==> config.mk <==
export PLATFORM = sky130hd
export DESIGN_NAME = mux3_rr_arbiter
export DESIGN_NICKNAME = d
export VERILOG_FILES = /design/src/rtl/mux3_rr_arbiter.sv
export SDC_FILE = /design/constraint.sdc
export NUM_CORES = 1
export LEC_CHECK = 0
export ABC_AREA = 1
export CAP_MARGIN = 20
export CORE_ASPECT_RATIO = 1.75
export CORE_MARGIN = 2
export CORE_UTILIZATION = 25
export DETAILED_ROUTE_END_ITERATION = 8
export PLACE_DENSITY = 0.6
export SLEW_MARGIN = 25
export SYNTH_ARGS = -nofsm -noshare
export SYNTH_HDL_FRONTEND = slang
export SYNTH_SLANG_ARGS = --single-unit
export TNS_END_PERCENT = 30
==> constraint.sdc <==
create_clock -name clk_i -period 2.1 [get_ports clk_i]
set_input_delay 0.315 -clock clk_i [delete_from_list [all_inputs] [get_ports clk_i]]
set_output_delay 0.315 -clock clk_i [all_outputs]
set_load 0.05 [all_outputs]
==> src/rtl/mux3_rr_arbiter.sv <==
// Round-robin arbiter sharing one WIDTH-bit result path between three sources,
// with a one-entry registered output stage and a valid/ready handshake.

module mux3to1_32bit (
  input  logic [1:0]  sel_i,
  input  logic [31:0] a_i,
  input  logic [31:0] b_i,
  input  logic [31:0] c_i,
  output logic [31:0] y_o
);
  always_comb begin
    y_o = a_i;
    case (sel_i)
      2'b01:   y_o = b_i;
      2'b10:   y_o = c_i;
      default: y_o = a_i;
    endcase
  end
endmodule

// state | meaning
// EMPTY | output register holds no valid word
// FULL  | r_o holds a word awaiting rdy_i
module mux3_rr_arbiter #(
  parameter int WIDTH = 32
) (
  input  logic             clk_i,
  input  logic             rst_i,
  input  logic [2:0]       req_i,
  input  logic [WIDTH-1:0] a_i,
  input  logic [WIDTH-1:0] b_i,
  input  logic [WIDTH-1:0] c_i,
  input  logic             rdy_i,
  output logic [2:0]       gnt_o,
  output logic             vld_o,
  output logic [WIDTH-1:0] r_o,
  output logic [1:0]       sel_o
);

  typedef enum logic {EMPTY = 1'b0, FULL = 1'b1} state_t;

  state_t           r_state;
  state_t           w_state_nxt;
  logic [WIDTH-1:0] r_data;
  logic [1:0]       r_sel;
  logic [1:0]       r_last;
  logic [1:0]       w_winner;
  logic             w_load;
  logic [WIDTH-1:0] w_mux;

  // Scan starts one past the last winner and wraps C -> A.
  always_comb begin
    w_winner = 2'b00;
    case (r_last)
      2'b00: begin
        if (req_i[1])      w_winner = 2'b01;
        else if (req_i[2]) w_winner = 2'b10;
        else               w_winner = 2'b00;
      end
      2'b01: begin
        if (req_i[2])      w_winner = 2'b10;
        else if (req_i[0]) w_winner = 2'b00;
        else               w_winner = 2'b01;
      end
      default: begin
        if (req_i[0])      w_winner = 2'b00;
        else if (req_i[1]) w_winner = 2'b01;
        else               w_winner = 2'b10;
      end
    endcase
  end

  generate
    if (WIDTH == 32) begin : g_mux32
      mux3to1_32bit u_mux (
        .sel_i (w_winner),
        .a_i   (a_i),
        .b_i   (b_i),
        .c_i   (c_i),
        .y_o   (w_mux)
      );
    end else begin : g_mux_gen
      always_comb begin
        w_mux = a_i;
        case (w_winner)
          2'b01:   w_mux = b_i;
          2'b10:   w_mux = c_i;
          default: w_mux = a_i;
        endcase
      end
    end
  endgenerate

  always_ff @(posedge clk_i) begin
    if (rst_i) r_state <= EMPTY;
    else       r_state <= w_state_nxt;
  end

  // A reset cycle never grants, so the pulse cannot announce a discarded capture.
  always_comb begin
    w_state_nxt = r_state;
    w_load      = 1'b0;
    gnt_o       = 3'b000;
    if (!rst_i) begin
      w_load = (|req_i) && ((r_state == EMPTY) || rdy_i);
      if (w_load) gnt_o[w_winner] = 1'b1;
      case (r_state)
        EMPTY: if (w_load) w_state_nxt = FULL;
        FULL:  if (rdy_i && !w_load) w_state_nxt = EMPTY;
        default: w_state_nxt = EMPTY;
      endcase
    end
  end

  always_ff @(posedge clk_i) begin
    if (rst_i) begin
      r_data <= '0;
      r_sel  <= 2'b00;
      r_last <= 2'b10;
    end else if (w_load) begin
      r_data <= w_mux;
      r_sel  <= w_winner;
      r_last <= w_winner;
    end
  end

  assign vld_o = (r_state == FULL);
  assign r_o   = r_data;
  assign sel_o = r_sel;

endmodule

==> results of run 1 <==
## metrics by stage
stage | TNS [ps] | setup WS [ps] | total power (W) | cells | hold WS [ps]
after global routing | 0 | 23.8 | 0.00290 | 549 | 500
final | 0 | 142 | 0.00275 | 549 | 472
after floorplan | -30.0 | -30.0 | 0.00154 | 295 | 377
after CTS | 0 | 22.9 | 0.00279 | 549 | 478
after detailed placement | -3330 | -129 | 0.00201 | 541 | 468
after global placement | -2660 | -96.9 | 0.00200 | 541 | 463
## power groups by stage
stage	combinational, W	sequential (W)	clock, W
2_1_floorplan	0.000415	0.00113	0
3_3_place_gp	0.00117	0.000834	0
3_5_place_dp	0.00118	0.000837	0
4_1_cts	0.00119	0.000823	0.000779
5_1_grt	0.00126	0.000835	0.000805
6_report	0.00118	0.000821	0.000754
## kinds of logic after synthesis
| group | synth area share, % |
|---|---|
| AOI/OAI and AO/OA | 8.58 |
| muxes | 15.0 |
| DFF | 33.8 |
| adders and majority gates | 1.76 |
| buffers and inverters | 10.3 |
| and+or+nand+nor | 30.4 |
## cell usage in the layout, fill, tap and decap left out
cell type | netlist | layout
clkdlybuf4s50_1 | 0 | 135
nand2_1 | 106 | 105
nand3_1 | 38 | 37
dfxtp_1 | 36 | 36
mux2i_1 | 32 | 32
o21ai_1 | 32 | 32
buf_4 | 13 | 12
inv_2 | 4 | 6
buf_12 | 0 | 6
inv_1 | 7 | 5
clkbuf_16 | 0 | 5
nor2_1 | 7 | 4
nor2_2 | 0 | 3
nand3_2 | 1 | 2
nand2_2 | 1 | 2
a21oi_2 | 2 | 2
ha_4 | 0 | 2
clkinv_2 | 0 | 2
or2_1 | 1 | 1
nand2_4 | 1 | 1
a21oi_1 | 1 | 1
ha_2 | 0 | 1
clkbuf_8 | 0 | 1
dlymetal6s2s_1 | 0 | 1
## state kept, by name, summed over array words and instances, names as in the netlist
register and count:
sel_o 2, vld_o 1, r_last 1, r_o 32
## worst paths after layout
check	from	to	cells after the start
worst max-delay path	req_i[0]	gnt_o[1]	9
worst min register to register	r_o[30]	r_o[30]	2
worst max register to register	sel_o[0]	r_o[21]	9
worst min-delay path	r_o[30]	r_o[30]	2
## repair_timing
item / CTS / global route
setup endpoints to repair: 2 / 3
hold buffers: 0 / 0
gates resized for setup: 5 / 6
hold endpoints to repair: 0 / 0
buffers inserted: 0 / 0
gates cloned: 0 / 0
pin swaps: 1 / 1
## final cells by class
type,instances,area (um^2)
clock inverter,2,10.0
clock buffer,6,139
sequential,36,721
inverter,11,41.3
multi-input combinational,225,1230
tap,115,144
timing repair buffer,154,1570
fill,847,4450
## tightest hold or removal path: cells and delay by family, from the launching register on
kind	cells	cell delay (ps)
AND/OR/NAND/NOR	1	70
AO/OA/AOI/OAI	1	50
flip-flops	1	310
## metal layers
layer	GRT usage [%]	vias up	wire, um
li1	-	1242	-
met1	15.2	1027	2610
met2	26.5	100	3480
met3	4.32	6	575
met4	4.49	0	89
met5	0	-	0
==> flow_summary.toml, run 1 <==
[outcome]
status = "completed"

[place]
dp_hpwl_um = 5390
gp_congestion = 0.816
placed_cell_area_um2 = 3670
port_buffers = 139

[yosys]
synth-main-ff-cell = "dfxtp_1"
ys_ff_latch = 36
synthTopCellsByCount = "nand2_1, nand3_1, dfxtp_1"
synth-edff-count = 0
syn_nets = 400
syn_inst = 295
yosys_warnings = 0
ys_seq_area_share_pct = 33.8
ys_types = 18
synth_top_area_cell = "dfxtp_1"
synth_area_um2 = 2130
netlist_top_cells_area = "dfxtp_1, nand2_1, mux2i_1, nand3_1, o21ai_1"
synth.most_common_cell = "nand2_1"
avgSynthCellArea_um2 = 7.22
synth_top_area_share_pct = 33.8
synthArstFlopShare_pct = 0

[route]
final_antenna_net_count = 0
drt_iter0_drc = 57
drcViolationCount = 0
vias = 2375
wirelength_um = 6750
wire_per_inst_um = 12.3
viasPerCell = 4.33
drtPass1Iterations = 4

[worst_setup_path]
reg2reg_slack_ps = 330
crit_arrival_ps = 1640
path_class = "input port to output pin"
cp_cell_sequence = "clkdlybuf4s50_1, nor2_1, nand3_1, nand3_2, buf_4, ha_4, inv_1, nor2_2, buf_12"
crit_path_end_kind = "output pin"
crit_path_top_delay_cell = "clkdlybuf4s50_1"
cp_max_fo = 3
startpoint_type = "input port"
critPathRequiredTime_ps = 1780
crit_family = "buffers and inverters"
cpPeakStageDelay_ps = 430
critPathBufInv = 4

[power_and_ir_drop]
power_density_nw_per_um2 = 713
switching_share_pct = 35.7
p_leak_nw = 1.64
sequentialPowerShare_pct = 29.8
switching_power_w = 0.000982
combPwrFrac_pct = 42.7
vdd_ir_drop_max_mv = 0.441
clkPwrFrac_pct = 27.4
internal_power_w = 0.00177

[final_layout]
area_growth_syn_to_layout_pct = 81.3
drive_gt1_share_pct = 10.4
final_core_util_pct = 46.4
nets = 538
final_cell_area_um2 = 3860
diodes = 0

[floorplanning]
die_h_um = 126
initial_utilization_pct = 25.6
top_level_ports = 140
die_w_um = 73.8
core_um2 = 8310
num_rows = 44
dieArea_um2 = 9300

[clock_tree]
tritoncts = "yes"
cts_made_buffers = 5
cts.sink_count = 36
root_buffer = "clkbuf_16"
clk_latency_ps = 280
cts_max_level = 2
clockBufferDepth = 2
path_clk_slew_ps = 50

[timing]
finalCritPeriodShare_pct = 93.3
rsz0062_at_grt = "false"
tightest_slew_ps = 553
hold_viol = 0
maxSlewHeadroom_pct = 63.0
fmaxAchievable_mhz = 511
finalClockSkew_ps = 5.98
period_needed_ps = 1960
setup_violations = 0
report.final.slew_viol_count = 0

[min_path]
min_path_type = "flop to flop"

[global_route]
grt_max_degree = 40
grt_pass1_wl_um = 10500
antenna_found_initial = 0
grt_pass1_vias = 2330
grt.total_usage_pct = 14.4
grt-ovfl-total = 0

[job]
max_cap_viol_count = 0
(Power assumes the default switching activity.)
==> run 2: changes to the inputs <==
CORE_UTILIZATION = 36   (was 25)
PLACE_DENSITY = 0.81   (was 0.6)
==> flow_summary.toml, run 2 (synthesized netlist as in run 1, its figures left out) <==
[outcome]
status = "completed"

[worst_setup_path]
critPathRequiredTime_ps = 1780
path_class = "flop to output pin"
cp_max_fo = 4
crit_arrival_ps = 1680
crit_path_end_kind = "output pin"
startpoint_type = "flop"

[floorplanning]
initial_utilization_pct = 36.8
die_h_um = 106
core_um2 = 5790
die_w_um = 62.1
dieArea_um2 = 6570
top_level_ports = 140
num_rows = 37

[route]
drcViolationCount = 0
vias = 2397
wirelength_um = 6820
final_antenna_net_count = 0
wire_per_inst_um = 13.3
drtPass1Iterations = 4
viasPerCell = 4.67
drt_iter0_drc = 119

[min_path]
min_path_type = "flop to flop"

[power_and_ir_drop]
power_density_nw_per_um2 = 692
vdd_ir_drop_max_mv = 0.398
p_leak_nw = 1.63

[clock_tree]
root_buffer = "clkbuf_8"
cts_hold_buf = 0
clk_latency_ps = 280
clockBufferDepth = 2
cts_max_level = 2
postCtsSetupRepairBufs = 0
path_clk_slew_ps = 70
cts_made_buffers = 5
cts.sink_count = 36
tritoncts = "yes"

[timing]
period_needed_ps = 2000
finalClockSkew_ps = 6.39
report.final.slew_viol_count = 0
fin_ws_ps = 102
finalCritPeriodShare_pct = 95.1
tightest_slew_ps = 560
setup_violations = 0
fmaxAchievable_mhz = 501
rsz0062_at_grt = "false"
hold_viol = 0
maxSlewHeadroom_pct = 62.6

[global_route]
grt-ovfl-total = 0
grt_pass1_vias = 2348
grt.total_usage_pct = 20.8
grt_max_degree = 38
antenna_found_initial = 0
grt_pass1_wl_um = 10800

[final_layout]
drive_gt1_share_pct = 10.6
nets = 539
area_growth_syn_to_layout_pct = 77.7
final_core_util_pct = 65.4
diodes = 0
final_cell_mix = "clkdlybuf4s50_1, nand2_1, nand3_1"
layout_commonest_cell = "clkdlybuf4s50_1"
largest_reg_flops = 32

[place]
dp_slack_ps = -151
port_buffers = 139
dp_hpwl_um = 5470
gp_congestion = 0.739

[job]
max_cap_viol_count = 0
run 2: timing repair:
item,in CTS,in global routing
gates resized for setup,3,8
endpoints found under the setup margin,2,3
pin swaps,1,1
run 2: worst max-delay path, cell delays in order (launching register included):
cell	delay (ps)
dfxtp_1	350
inv_1	70
nand2_1	50
or2_1	220
nand3_2	80
buf_4	130
ha_4	140
inv_1	50
nor2_2	150
buf_12	150
run 2: stage by stage:
stage	TNS (ps)	total power [W]	std cells	hold slack [ps]	area [um^2]
after floorplan	-30.0	0.00154	295	377	2130
after global placement	-2360	0.00200	505	463	3630
after detailed placement	-3410	0.00202	505	470	3630
after CTS	-31.1	0.00264	513	480	3750
after global routing	0	0.00276	513	500	3780
final	0	0.00262	513	476	3780
run 2: final timing paths:
path / slack, ps / start / to / cells past startpoint
max: 100 / sel_o[0] / gnt_o[1] / 9
min reg2reg: 480 / r_o[28] / r_o[28] / 2
min: 480 / r_o[28] / r_o[28] / 2
max reg2reg: 280 / sel_o[0] / r_o[15] / 9
run 2: final cells by class:
cell class | instances | area [um^2]
clock buffer | 5 | 68.8
clock inverter | 3 | 42.5
fill | 509 | 2000
inverter | 11 | 41.3
multi-input combinational | 225 | 1230
sequential | 36 | 721
tap | 78 | 97.6
timing repair buffer | 155 | 1580
run 2: report_power, final:
part           switching (W)  internal, W
clock               0.000256     0.000351
sequential         0.0000493     0.000772
combinational       0.000654     0.000536
run 2: per-layer routing:
metal / global-route usage, % / part of all wire, %
met1: 20.5 / 36
met2: 40.0 / 55
met3: 4.38 / 5.9
met4: 11.1 / 3.2
met5: 0 / 0
==> run 3: changes to the inputs <==
CORE_MARGIN = not set   (was 2)
==> flow_summary.toml, run 3 (synthesized netlist as in run 1, its figures left out) <==
[worst_setup_path]
crit_path_top_delay_cell = "clkdlybuf4s50_1"
cp_cell_sequence = "clkdlybuf4s50_1, nor2_1, nand3_1, nand3_2, buf_4, ha_2, inv_1, nor2_2, buf_12"
crit_path_end_kind = "output pin"
cpPeakStageDelay_ps = 450
crit_family = "buffers and inverters"
critPathBufInv = 4
path_class = "input port to output pin"
startpoint_type = "input port"
critPathRequiredTime_ps = 1780
cp_max_fo = 3
crit_arrival_ps = 1670

[place]
placed_cell_area_um2 = 3630
dp_hpwl_um = 5210
gp_congestion = 0.808
port_buffers = 139

[clock_tree]
tritoncts = "yes"
clockBufferDepth = 2
clk_latency_ps = 280
cts.sink_count = 36
path_clk_slew_ps = 70
root_buffer = "clkbuf_8"
cts_max_level = 2
cts_made_buffers = 5

[timing]
finalCritPeriodShare_pct = 94.4
setup_violations = 0
fmaxAchievable_mhz = 505
rsz0062_at_grt = "false"
hold_viol = 0
period_needed_ps = 1980
maxSlewHeadroom_pct = 62.6
tightest_slew_ps = 560
finalClockSkew_ps = 6.72
report.final.slew_viol_count = 0
fin_hold_ws_ps = 474

[floorplanning]
dieArea_um2 = 6240
num_rows = 36
top_level_ports = 140
core_um2 = 5630
die_h_um = 104
die_w_um = 60.1
initial_utilization_pct = 37.8

[outcome]
status = "completed"

[final_layout]
drive_gt1_share_pct = 10.3
final_cell_area_um2 = 3770
area_growth_syn_to_layout_pct = 76.9
final_cell_mix = "clkdlybuf4s50_1, nand2_1, nand3_1"
nets = 539
diodes = 0
layout_commonest_cell = "clkdlybuf4s50_1"
largest_reg_flops = 32

[route]
viasPerCell = 4.75
vias = 2426
wirelength_um = 6540
wire_per_inst_um = 12.8
drcViolationCount = 0
drt_iter0_drc = 85
final_antenna_net_count = 0
drtPass1Iterations = 4

[job]
max_cap_viol_count = 0

[global_route]
grt.total_usage_pct = 21.1
grt-ovfl-total = 0
grt_pass1_vias = 2278
antenna_found_initial = 0
grt_pass1_wl_um = 10200
grt_max_degree = 42

[power_and_ir_drop]
power_density_nw_per_um2 = 690
p_leak_nw = 1.62
vdd_ir_drop_max_mv = 0.426

[min_path]
min_path_type = "flop to flop"
-- run 3: cell types whose count changed in the layout (fill, tap and decap cells not counted) --
cell        previous run  this run
clkinvlp_4             1         0
ha_4                   2         1
ha_2                   1         2
clkbuf_1               0         1
-- run 3: cell type report --
cell class / instances / area [um^2]
fillers: 488 / 1860
repair buffers: 155 / 1580
multi-input cells: 225 / 1220
flip-flops and latches: 36 / 721
well taps: 76 / 95.1
clock buffers: 6 / 72.6
inverters: 11 / 41.3
clock inverters: 2 / 35.0
-- run 3: through the flow --
step                power (W)  setup TNS, ps  std cells  utilization [%]  worst slack [ps]
CTS                   0.00262          -7.64        511             66.5             -6.37
global placement      0.00199          -1790        503             64.5             -73.4
global route          0.00273              0        511             66.9              12.4
floorplan             0.00154          -30.0        295                -             -30.0
finish                0.00260              0        511             66.9               118
detailed placement    0.00201          -3260        503             64.5              -131
-- run 3: final timing paths --
path / cells after the start / to / slack, ps / from
max: 9 / gnt_o[1] / 120 / req_i[0]
min: 2 / r_o[27] / 470 / r_o[27]
max reg2reg: 9 / r_o[18] / 320 / sel_o[0]
min reg2reg: 2 / r_o[27] / 470 / r_o[27]
-- run 3: report_power, final --
group	total [W]	switching [W]	internal [W]
Clock	0.000601	0.000248	0.000353
Sequential	0.000820	0.0000482	0.000772
Combinational	0.00118	0.000647	0.000530
Total	0.00260	0.000944	0.00165
-- run 3: per-layer routing --
metal  vias up  global-route usage, %  share of wire [%]
li1       1242                      -                  -
met2       110                   40.0                 55
met4         0                   5.48                1.4
met1      1064                   21.2                 34
met5         -                      0                  0
met3        10                   5.74                9.2
-- run 3: repair_timing --
action | 4_1_cts | 5_1_grt
resized for setup | 2 | 8
pin swaps | 1 | 1
hold buffers | 0 | 0
endpoints found under the setup margin | 2 | 3
setup buffers | 0 | 0
-- run 3: worst register-to-register path, stage by stage, from the launching register on --
cell,delay [ps]
dfxtp_1,340
inv_1,60
nand2_1,60
or2_1,220
nand3_2,70
inv_2,60
ha_2,370
buf_12,190
mux2i_1,240
o21ai_1,70
